## config.mk

```make
export PLATFORM = sky130hd
export DESIGN_NAME = readout_seq
export DESIGN_NICKNAME = d
export VERILOG_FILES = /design/src/rtl/readout_seq.sv
export SDC_FILE = /design/constraint.sdc
export NUM_CORES = 1
export LEC_CHECK = 0
export ABC_CLOCK_PERIOD_IN_PS = 7180
export CAP_MARGIN = 20
export CORE_ASPECT_RATIO = 1.2
export CORE_UTILIZATION = 55
export DETAILED_ROUTE_END_ITERATION = 8
export GPL_TIMING_DRIVEN = 0
export PLACE_DENSITY_LB_ADDON = 0.05
export SKIP_LAST_GASP = 1
export SYNTH_ARGS = -nofsm -noshare
export SYNTH_HDL_FRONTEND = slang
export SYNTH_SLANG_ARGS = --single-unit
```

## constraint.sdc

```tcl
create_clock -name CLKM -period 7.18 [get_ports CLKM]
set_input_delay 1.436 -clock CLKM [delete_from_list [all_inputs] [get_ports CLKM]]
set_output_delay 1.436 -clock CLKM [all_outputs]
set_load 0.01 [all_outputs]
```

## src/rtl/readout_seq.sv

```systemverilog
// readout_seq -- row-by-row pixel readout sequencer.
//
// It answers the exposure sequencer's trigger and holds re_busy high for the
// whole frame readout. For each row it selects the row, strobes the signal
// sample, the pixel reset and the reset sample, then starts the column ADC. It
// waits for the conversion and then for room downstream before it moves on.
//
// Ports:
//   CLKM        clock
//   rst         synchronous active-high reset; clears the state and every output
//   trigger_i   readout request (level), sampled only while idle
//   re_busy     readout in progress; low in IDLE and in the DONE cycle
//   NUM_ROW     rows per frame; 0 is treated as 1; latched on accept
//   T_setup     row-select settle cycles; latched on accept
//   T_sig       SH_SIG pulse width; latched on accept
//   T_res       PIXRES pulse width; latched on accept
//   T_rst       SH_RST pulse width; latched on accept
//   adc_done    conversion complete; looked at only while converting
//   fifo_full   downstream buffer full; stalls the move to the next row
//   ROWADD      selected row; holds its value between frames
//   PIXREAD_EN  row read enable, SETUP through CONV
//   SH_SIG      signal-level sample strobe
//   PIXRES      pixel reset strobe
//   SH_RST      reset-level sample strobe
//   ADC_START   one-cycle pulse on the first conversion cycle
//   row_valid   one-cycle pulse when a row's conversion completes
//   row_idx     row number that goes with row_valid
//   frame_done  one-cycle pulse at the end of the frame
//
// Every phase timer lasts max(T,1) cycles. All outputs come from registers that
// are loaded from the next state, so they line up with the registered state.

module readout_seq #(
    parameter int ROW_W = 10,
    parameter int TW    = 32
) (
    input  logic             CLKM,
    input  logic             rst,
    input  logic             trigger_i,
    output logic             re_busy,
    input  logic [ROW_W-1:0] NUM_ROW,
    input  logic [TW-1:0]    T_setup,
    input  logic [TW-1:0]    T_sig,
    input  logic [TW-1:0]    T_res,
    input  logic [TW-1:0]    T_rst,
    input  logic             adc_done,
    input  logic             fifo_full,
    output logic [ROW_W-1:0] ROWADD,
    output logic             PIXREAD_EN,
    output logic             SH_SIG,
    output logic             PIXRES,
    output logic             SH_RST,
    output logic             ADC_START,
    output logic             row_valid,
    output logic [ROW_W-1:0] row_idx,
    output logic             frame_done
);

    localparam logic [2:0] StIdle  = 3'd0;
    localparam logic [2:0] StSetup = 3'd1;
    localparam logic [2:0] StSig   = 3'd2;
    localparam logic [2:0] StPres  = 3'd3;
    localparam logic [2:0] StRsmp  = 3'd4;
    localparam logic [2:0] StConv  = 3'd5;
    localparam logic [2:0] StNext  = 3'd6;
    localparam logic [2:0] StDone  = 3'd7;

    logic [2:0]       state_q, state_d;
    logic [TW-1:0]    tmr_q, tmr_d;
    logic [ROW_W-1:0] row_q, row_d;

    // Configuration captured at accept
    logic [ROW_W-1:0] nrow_q;
    logic [TW-1:0]    t_setup_q, t_sig_q, t_res_q, t_rst_q;
    logic             latch_en;

    // Next values of the registered outputs
    logic             re_busy_d, pixread_d, sh_sig_d, pixres_d, sh_rst_d;
    logic             adc_start_d, row_valid_d, frame_done_d;
    logic [ROW_W-1:0] rowadd_d, row_idx_d;

    logic [TW-1:0]    cur_t;
    logic             phase_last;
    logic [ROW_W-1:0] last_row;

    // Length of the current timed phase. T = 0 and T = 1 both finish after one cycle.
    always_comb begin
        cur_t = '0;
        unique case (state_q)
            StSetup: cur_t = t_setup_q;
            StSig:   cur_t = t_sig_q;
            StPres:  cur_t = t_res_q;
            StRsmp:  cur_t = t_rst_q;
            default: cur_t = '0;
        endcase
    end

    assign phase_last = (cur_t <= TW'(1)) || (tmr_q == cur_t - TW'(1));
    assign last_row   = (nrow_q == '0) ? '0 : nrow_q - ROW_W'(1);

    always_comb begin
        state_d     = state_q;
        tmr_d       = tmr_q;
        row_d       = row_q;
        latch_en    = 1'b0;
        row_valid_d = 1'b0;
        row_idx_d   = row_idx;

        unique case (state_q)
            StIdle: begin
                if (trigger_i) begin
                    latch_en = 1'b1;
                    row_d    = '0;
                    tmr_d    = '0;
                    state_d  = StSetup;
                end
            end
            StSetup, StSig, StPres, StRsmp: begin
                if (phase_last) begin
                    tmr_d   = '0;
                    state_d = state_q + 3'd1;
                end else begin
                    tmr_d = tmr_q + TW'(1);
                end
            end
            StConv: begin
                // There is no timeout: the sequencer waits for the ADC as long as it takes.
                if (adc_done) begin
                    row_valid_d = 1'b1;
                    row_idx_d   = row_q;
                    state_d     = StNext;
                end
            end
            StNext: begin
                if (!fifo_full) begin
                    if (row_q == last_row) begin
                        state_d = StDone;
                    end else begin
                        row_d   = row_q + ROW_W'(1);
                        tmr_d   = '0;
                        state_d = StSetup;
                    end
                end
            end
            StDone: begin
                state_d = StIdle;
            end
            default: begin
                state_d = StIdle;
            end
        endcase
    end

    // The outputs are decoded from the next state and registered with it.
    always_comb begin
        re_busy_d    = (state_d != StIdle) && (state_d != StDone);
        pixread_d    = (state_d >= StSetup) && (state_d <= StConv);
        sh_sig_d     = (state_d == StSig);
        pixres_d     = (state_d == StPres);
        sh_rst_d     = (state_d == StRsmp);
        // Only the cycle that enters CONV starts a conversion
        adc_start_d  = (state_d == StConv) && (state_q != StConv);
        frame_done_d = (state_d == StDone);
        rowadd_d     = pixread_d ? row_d : ROWADD;
    end

    always_ff @(posedge CLKM) begin
        if (rst) begin
            state_q    <= StIdle;
            tmr_q      <= '0;
            row_q      <= '0;
            nrow_q     <= '0;
            t_setup_q  <= '0;
            t_sig_q    <= '0;
            t_res_q    <= '0;
            t_rst_q    <= '0;
            re_busy    <= 1'b0;
            PIXREAD_EN <= 1'b0;
            SH_SIG     <= 1'b0;
            PIXRES     <= 1'b0;
            SH_RST     <= 1'b0;
            ADC_START  <= 1'b0;
            row_valid  <= 1'b0;
            frame_done <= 1'b0;
            ROWADD     <= '0;
            row_idx    <= '0;
        end else begin
            state_q    <= state_d;
            tmr_q      <= tmr_d;
            row_q      <= row_d;
            if (latch_en) begin
                nrow_q    <= NUM_ROW;
                t_setup_q <= T_setup;
                t_sig_q   <= T_sig;
                t_res_q   <= T_res;
                t_rst_q   <= T_rst;
            end
            re_busy    <= re_busy_d;
            PIXREAD_EN <= pixread_d;
            SH_SIG     <= sh_sig_d;
            PIXRES     <= pixres_d;
            SH_RST     <= sh_rst_d;
            ADC_START  <= adc_start_d;
            row_valid  <= row_valid_d;
            frame_done <= frame_done_d;
            ROWADD     <= rowadd_d;
            row_idx    <= row_idx_d;
        end
    end

endmodule

```

==> key figures, run 1 <==
Status
  – Outcome: completed

Route
  – Vias: about 11,000
  – WL final: about 34 mm
  – Via density: 5.807
  – Iteration count of the initial detailed-routing pass: 5
  – Remaining routing DRC violations: 0
  – DRT iter0 DRCs: 890
  – DR WL/cell: about 18 um
  – Routed Antenna Nets: 0

Setup path
  – CP top delay family: simple AND/OR/NAND/NOR gates
  – Slowest Stage Delay on Critical Path: around 0.46 ns
  – R2R depth: 24
  – Crit path cell chain: buf_2, buf_6, clkbuf_1, buf_2, inv_1, ha_1, buf_2, buf_2, nand2_1, nand4_2, inv_1, ha_1, and3_1, clkbuf_1, nand4_2, o31a_1, or4_1, nor4_1, o2111ai_1, and4bb_1, nor4_1, nor3_4, a31oi_4, mux2_4
  – Worst path bufs/invs: 9
  – Worst-path maximum fanout: 19
  – CP dominant cell by count: buf_2
  – Req. time, crit path: ~7.6 ns
  – Critical path class: reg -> reg
  – Critical Path AT: ~7 ns
  – CP max-delay cell: dfxtp_1
  – Reg2reg end: ROWADD[6]
  – Worst Setup Start Kind: flop
  – Critical Path End Type: flop
  – FF-to-FF setup slack: around 0.42 ns
  – Worst r2r src: state_q[2]

Floorplan
  – Number of placement rows: 56
  – I/O pins: about 170
  – Die X: 131.8 um
  – Die H: between 150 and 200 um
  – Core Box Area: 19,690 sq um
  – Starting Density: around 56%
  – Die area: 20,780 sq um

Hold path
  – Worst Hold Class: reg -> reg
  – Hold path endpoint: t_rst_q[4]
  – WHS Path Cells: 2
  – Min-delay src: t_rst_q[4]

Power and ir drop
  – PD cells: 311.2 nW/um^2
  – Clock power share: approximately a quarter
  – Logic pwr share: roughly two fifths
  – Total power: 4310 uW
  – Net Sw Frac: approximately 39%
  – Register share of total power: around a third
  – Static leakage: roughly 0.0051 uW
  – Sw Pwr: roughly 1700 uW
  – Cell Int Power: 2627 uW
  – VDD IR-drop max: approximately 0.23 mV

STA
  – Final worst-path cycle share: between 90% and 100%
  – Fmax: approximately 150 MHz
  – Fin. max-slew vios: 0
  – Setup repair after global routing missed its margin: no
  – Slew @ Worst Pin: about 1.0 ns
  – Final min period: about 6.8 ns
  – Fin. Hold Viols: 0
  – Setup TNS: 0 ns
  – Final setup viols: 0
  – Slew HR: 30.61%
  – Worst Skew: 0.01158 ns

Clock tree
  – Post-CTS Setup Bufs: 0
  – Worst-path clk slew: roughly 0.060 ns
  – Number of CTS-inserted buffers: 22
  – Clock sink count: approximately 210
  – CTS tree: yes
  – Skew-Pair Late Insertion Delay: 0.51 ns
  – Clock root buffer: clkbuf_16
  – Bufs on Longest Clock Path: 3
  – H-tree Lvls: 1

Yosys
  – Mapped Cells: 1,451
  – Post-synth net total: about 1,600
  – Unique masters post-synth: between 70 and 80
  – Synthesized area per cell: between 7 and 8 sq um
  – Synthesized cell area: about 11,000 sq um
  – FFs w/ async S/R, synth: 0%
  – Ys flop type: dfxtp_1
  – Synthesis-stage register bit count: 211
  – Post-synth EDFFs: 0
  – Synth Warn #: 0
  – Post-synthesis sequential area ratio: around two fifths

Global route
  – GRT Overall Usage: about a third
  – Pin count of the biggest net entering global routing: 14
  – Vias in the first global route: a little over 10,000
  – Grt total ovfl: 0
  – Initial antenna violation count: 0
  – First-pass GRT wire length: around 53 mm

Placed design
  – GPL Wtd Cong: between 0.9 and 1
  – I/O Buffers: 169
  – DP HPWL: 26.20 mm

Finish
  – Commonest non-fill, non-tap cell in the layout: nand2_1
  – # fillers: ~1,700
  – Most frequent cells in the layout: nand2_1 (361), dfxtp_1 (211), a21oi_1 (201)
  – Nets: 1,797
  – Diodes inserted: 0
  – Final core utilization: a little over two thirds
  – Register area: approximately 4200 sq um
  – Area growth, synth to finish: 24.58%
  – Layout cells sized above 1: between 7 and 8%
  – Area of the multi-input gates: 6360 sq um

Run
  – Max-cap violations: 0
## per-stage QoR
step / area [sq um] / setup WS (ns) / hold slack, ns / std cells
2_1_floorplan: 11120 / 1.692 / 0.4361 / 1451
3_3_place_gp: 13130 / 0.3862 / 0.4419 / 1881
3_5_place_dp: 13130 / 0.3311 / 0.4465 / 1881
4_1_cts: 13840 / 0.2947 / 0.4546 / 1919
5_1_grt: 13850 / 0.1984 / 0.4704 / 1918
6_report: 13850 / 0.4190 / 0.4549 / 1918
## area by class of cell
class                           instances  share of cell area (%)
Tap cell                              261                   2.358
Clock buffer                           31                   4.662
Sequential cell                       211                   30.50
Buffer                                100                   3.289
Inverter                               22                  0.5963
Multi-Input combinational cell       1117                   45.93
Clock inverter                          7                  0.4518
Timing Repair Buffer                  169                   12.22
## power by group through the flow
| stage | logic (uW) | registers [uW] | clock network (uW) |
|---|---|---|---|
| CTS | 1750 | 1400 | 1130 |
| floorplan | 1270 | 1390 | 0 |
| finish | 1780 | 1410 | 1120 |
| detailed placement | 1740 | 1430 | 0 |
| global route | 1940 | 1420 | 1190 |
| global placement | 1720 | 1420 | 0 |
## cell families (layout without fill, tap and decap cells)
logic type,count (synthesis),in the layout,share of synthesized area (%)
buffers and inverters,123,329,4.840
DFF,211,211,38.00
muxes,15,15,1.823
AOI/OAI and AO/OA,303,303,15.35
and+or+nand+nor,729,729,34.09
adders and majority gates,11,11,1.238
xor gates and xnor gates,59,59,4.649
## per-layer routing
metal	GRT usage, %	up-vias	routed length (um)
met5	0	-	0
met4	14.62	0	1355
met3	5.315	89	2757
met2	54.27	454	15810
met1	40.60	5187	14100
li1	-	5408	-
## worst min-delay path, stage by stage, from the launching register on
cell     delay [ns]
dfxtp_1        0.31
nand2_1        0.05
a21oi_1        0.05
## synth_stat cells, types with 21 or more instances
master,count,share of area [%]
a21oi_1,201,9.0
and3_1,27,1.5
clkbuf_1,74,2.5
dfxtp_1,211,38
inv_1,21,0.71
nand2_1,361,12
nand3_1,50,2.3
nand3b_1,53,3.6
nand4_1,28,1.6
nor2_1,59,2.0
nor3_1,23,1.0
o21ai_0,46,2.1
xnor2_1,31,2.4
xor2_1,28,2.2
## state kept, by name, indices dropped and copies added (netlist names), 32 cells and up
register   count
t_res_q       32
tmr_q         32
t_sig_q       32
t_setup_q     32
t_rst_q       32
## worst max-delay path by stage
stage                     from         to  slack (ns)  cells past startpoint
global route        state_q[2]  ROWADD[4]        0.20                     24
CTS                 state_q[2]   tmr_q[2]        0.29                     25
floorplan           state_q[2]  ROWADD[0]        1.69                     25
detailed placement  state_q[2]   tmr_q[2]        0.33                     25
global placement    state_q[2]   tmr_q[2]        0.39                     25
finish              state_q[2]  ROWADD[6]        0.42                     24
## repair_timing
item                                    in CTS  in global routing
hold buffers                                 0                  0
resized for setup                            0                  7
endpoints found under the setup margin       0                 38
Note: power is estimated with default switching activity, not from simulation.
==> inputs of run 2 (changes only) <==
--- a/config.mk
+++ b/config.mk
@@ -8,7 +8,8 @@
 export ABC_CLOCK_PERIOD_IN_PS = 7180
 export CAP_MARGIN = 20
 export CORE_ASPECT_RATIO = 1.2
-export CORE_UTILIZATION = 55
+export CORE_UTILIZATION = 56
+export CTS_BUF_LIST = sky130_fd_sc_hd__clkbuf_2
 export DETAILED_ROUTE_END_ITERATION = 8
 export GPL_TIMING_DRIVEN = 0
 export PLACE_DENSITY_LB_ADDON = 0.05
@@ -16,3 +17,4 @@
 export SYNTH_ARGS = -nofsm -noshare
 export SYNTH_HDL_FRONTEND = slang
 export SYNTH_SLANG_ARGS = --single-unit
+export TNS_END_PERCENT = 5
==> key figures, run 2 (synthesis results as in run 1) <==
Route
  – WL final: 34.10 mm (+0.24%)
  – Iteration count of the initial detailed-routing pass: 6 (+1)
  – DR WL/cell: 17.27 um (-2.7%)
  – Vias: 11,270 (+1.2%)
  – DRT iter0 DRCs: 905 (+1.7%)
  – Routed Antenna Nets: 0 (unchanged)
  – Via density: 5.707 (-1.7%)
  – Remaining routing DRC violations: 0 (unchanged)

Finish
  – Cell Count, Final, Fillers Out: 1,975 (+3.0%)
  – Most frequent cells in the layout: nand2_1 (361), dfxtp_1 (211), a21oi_1 (201)
  – Register area: 4224 sq um (unchanged)
  – Layout cells sized above 1: 9.574% (+2.5 points)
  – Area growth, synth to finish: 22.58%
  – Area of the multi-input gates: 6360 sq um (unchanged)
  – Commonest non-fill, non-tap cell in the layout: nand2_1
  – Nets: 1,828 (+1.7%)
  – # fillers: 1,746 (+2.8%)

STA
  – Worst Skew: 0.07801 ns (+0.06644 ns)
  – Setup repair after global routing missed its margin: yes
  – Fin. Hold Viols: 0 (unchanged)
  – Fin. max-slew vios: 0 (unchanged)
  – Slew HR: 29.29% (-1.3 points)
  – Final min period: 6.935 ns (+0.1743 ns)
  – Final setup viols: 0 (unchanged)
  – Fin worst setup slack: 0.2447 ns (-0.1743 ns)
  – Fmax: 144.2 MHz (-2.5%)
  – Final worst-path cycle share: 96.59% (+2.4 points)
  – Slew @ Worst Pin: 1.061 ns (+0.01985 ns)
  – Setup TNS: 0 ns (unchanged)

Run
  – Max-cap violations: 0 (unchanged)

Global route
  – Pin count of the biggest net entering global routing: 15 (+1)
  – GRT Overall Usage: 33.66% (+1.4 points)
  – Initial antenna violation count: 1 (+1)
  – Grt total ovfl: 0 (unchanged)
  – First-pass GRT wire length: 53.09 mm (about the same)
  – Vias in the first global route: 10,390 (+1.7%)

Clock tree
  – H-tree Lvls: 2 (+1)
  – Clock sink count: 211 (unchanged)
  – Worst-path clk slew: 0.09 ns (+0.03 ns)
  – Clock root buffer: clkbuf_2
  – Bufs on Longest Clock Path: 3 (unchanged)
  – Skew-Pair Late Insertion Delay: 0.86 ns (+0.35 ns)
  – Number of CTS-inserted buffers: 52 (+140%)
  – CTS tree: yes
  – Post-CTS Hold Fix Bufs: 0 (unchanged)

Floorplan
  – Die H: 156.3 um (-0.88%)
  – I/O pins: 171 (unchanged)
  – Die X: 130.6 um (-0.88%)
  – Starting Density: 57.07% (+0.61 points)
  – Die area: 20,420 sq um (-1.8%)
  – Number of placement rows: 56 (unchanged)
  – Core Box Area: 19,480 sq um (-1.1%)

Setup path
  – Worst-path maximum fanout: 10 (-9)
  – Worst Setup Start Kind: flop
  – Critical path class: reg -> reg
  – Critical Path End Type: flop
  – Critical Path AT: 7.65 ns (+0.50 ns)
  – CP dominant cell by count: buf_2
  – Req. time, crit path: 7.90 ns (+0.33 ns)
  – Slowest Stage Delay on Critical Path: 0.46 ns (about the same)
  – CP max-delay cell: dfxtp_1

Power and ir drop
  – PD cells: 293.6 nW/um^2 (-5.7%)
  – VDD IR-drop max: 0.1587 mV (-32%)
  – Static leakage: 0.005162 uW (+0.30%)

Placed design
  – Pre-CTS setup slack: 0.3071 ns (-0.02398 ns)
  – Placed Instances: 1,881 (unchanged)
  – I/O Buffers: 169 (unchanged)
  – DP HPWL: 26.21 mm (about the same)
  – GPL Wtd Cong: 0.9241 (-0.85%)

Status
  – Outcome: completed

Hold path
  – Worst Hold Class: reg -> reg
run 2: power by group:
group          switching [uW]  internal [uW]
Sequential                100           1310
Combinational            1120            660
Clock                     492            325
run 2: layer usage:
| layer | wire length, um | share of wire [%] | track usage, % | up-vias |
|---|---|---|---|---|
| li1 | - | - | - | 5524 |
| met1 | 14240 | 42 | 42.59 | 5220 |
| met2 | 16200 | 48 | 56.26 | 448 |
| met3 | 2597 | 7.6 | 6.496 | 80 |
| met4 | 1069 | 3.1 | 12.42 | 0 |
| met5 | 0 | 0 | 0 | - |
run 2: timing repair:
| action | in CTS | in global routing |
|---|---|---|
| hold endpoints to repair | 0 | 0 |
| buffers inserted | 0 | 0 |
| gates resized for setup | 0 | 9 |
| endpoints found under the setup margin | 0 | 38 |
run 2: final cells by class:
cell class / instances / area share, %
inverter: 22 / 0.6061
antenna: 1 / 0.01837
clock buffer: 78 / 2.865
buffer: 101 / 3.379
sequential: 211 / 31.00
multi-input combinational: 1117 / 46.68
tap: 261 / 2.397
timing repair buffer: 169 / 12.42
clock inverter: 15 / 0.6428
run 2: stage by stage:
stage	utilization, %	power (uW)	hold slack (ns)	cell area [sq um]
2_1_floorplan	-	2659	0.4361	11120
3_3_place_gp	67.43	3141	0.4422	13130
3_5_place_dp	67.43	3169	0.4465	13130
4_1_cts	69.88	3976	0.4597	13610
5_1_grt	69.95	4252	0.4813	13630
6_report	69.95	4001	0.4576	13630
run 2: path summary, 6_finish.rpt:
check | start | to | slack (ns) | cells past startpoint
setup / recovery | state_q[2] | ROWADD[7] | 0.24 | 25
hold / removal | row_idx[3] | row_idx[3] | 0.46 | 2
setup reg to reg | state_q[2] | ROWADD[7] | 0.24 | 25
hold reg to reg | row_idx[3] | row_idx[3] | 0.46 | 2
run 2: critical path, delay by kind of cell, from the launching register on:
kind / cells / cell delay [ns]
compound gates: 3 / 0.78
fa+ha+maj: 2 / 0.46
buf+inv: 10 / 2.44
flops: 1 / 0.46
mux: 1 / 0.37
simple gates: 9 / 2.28
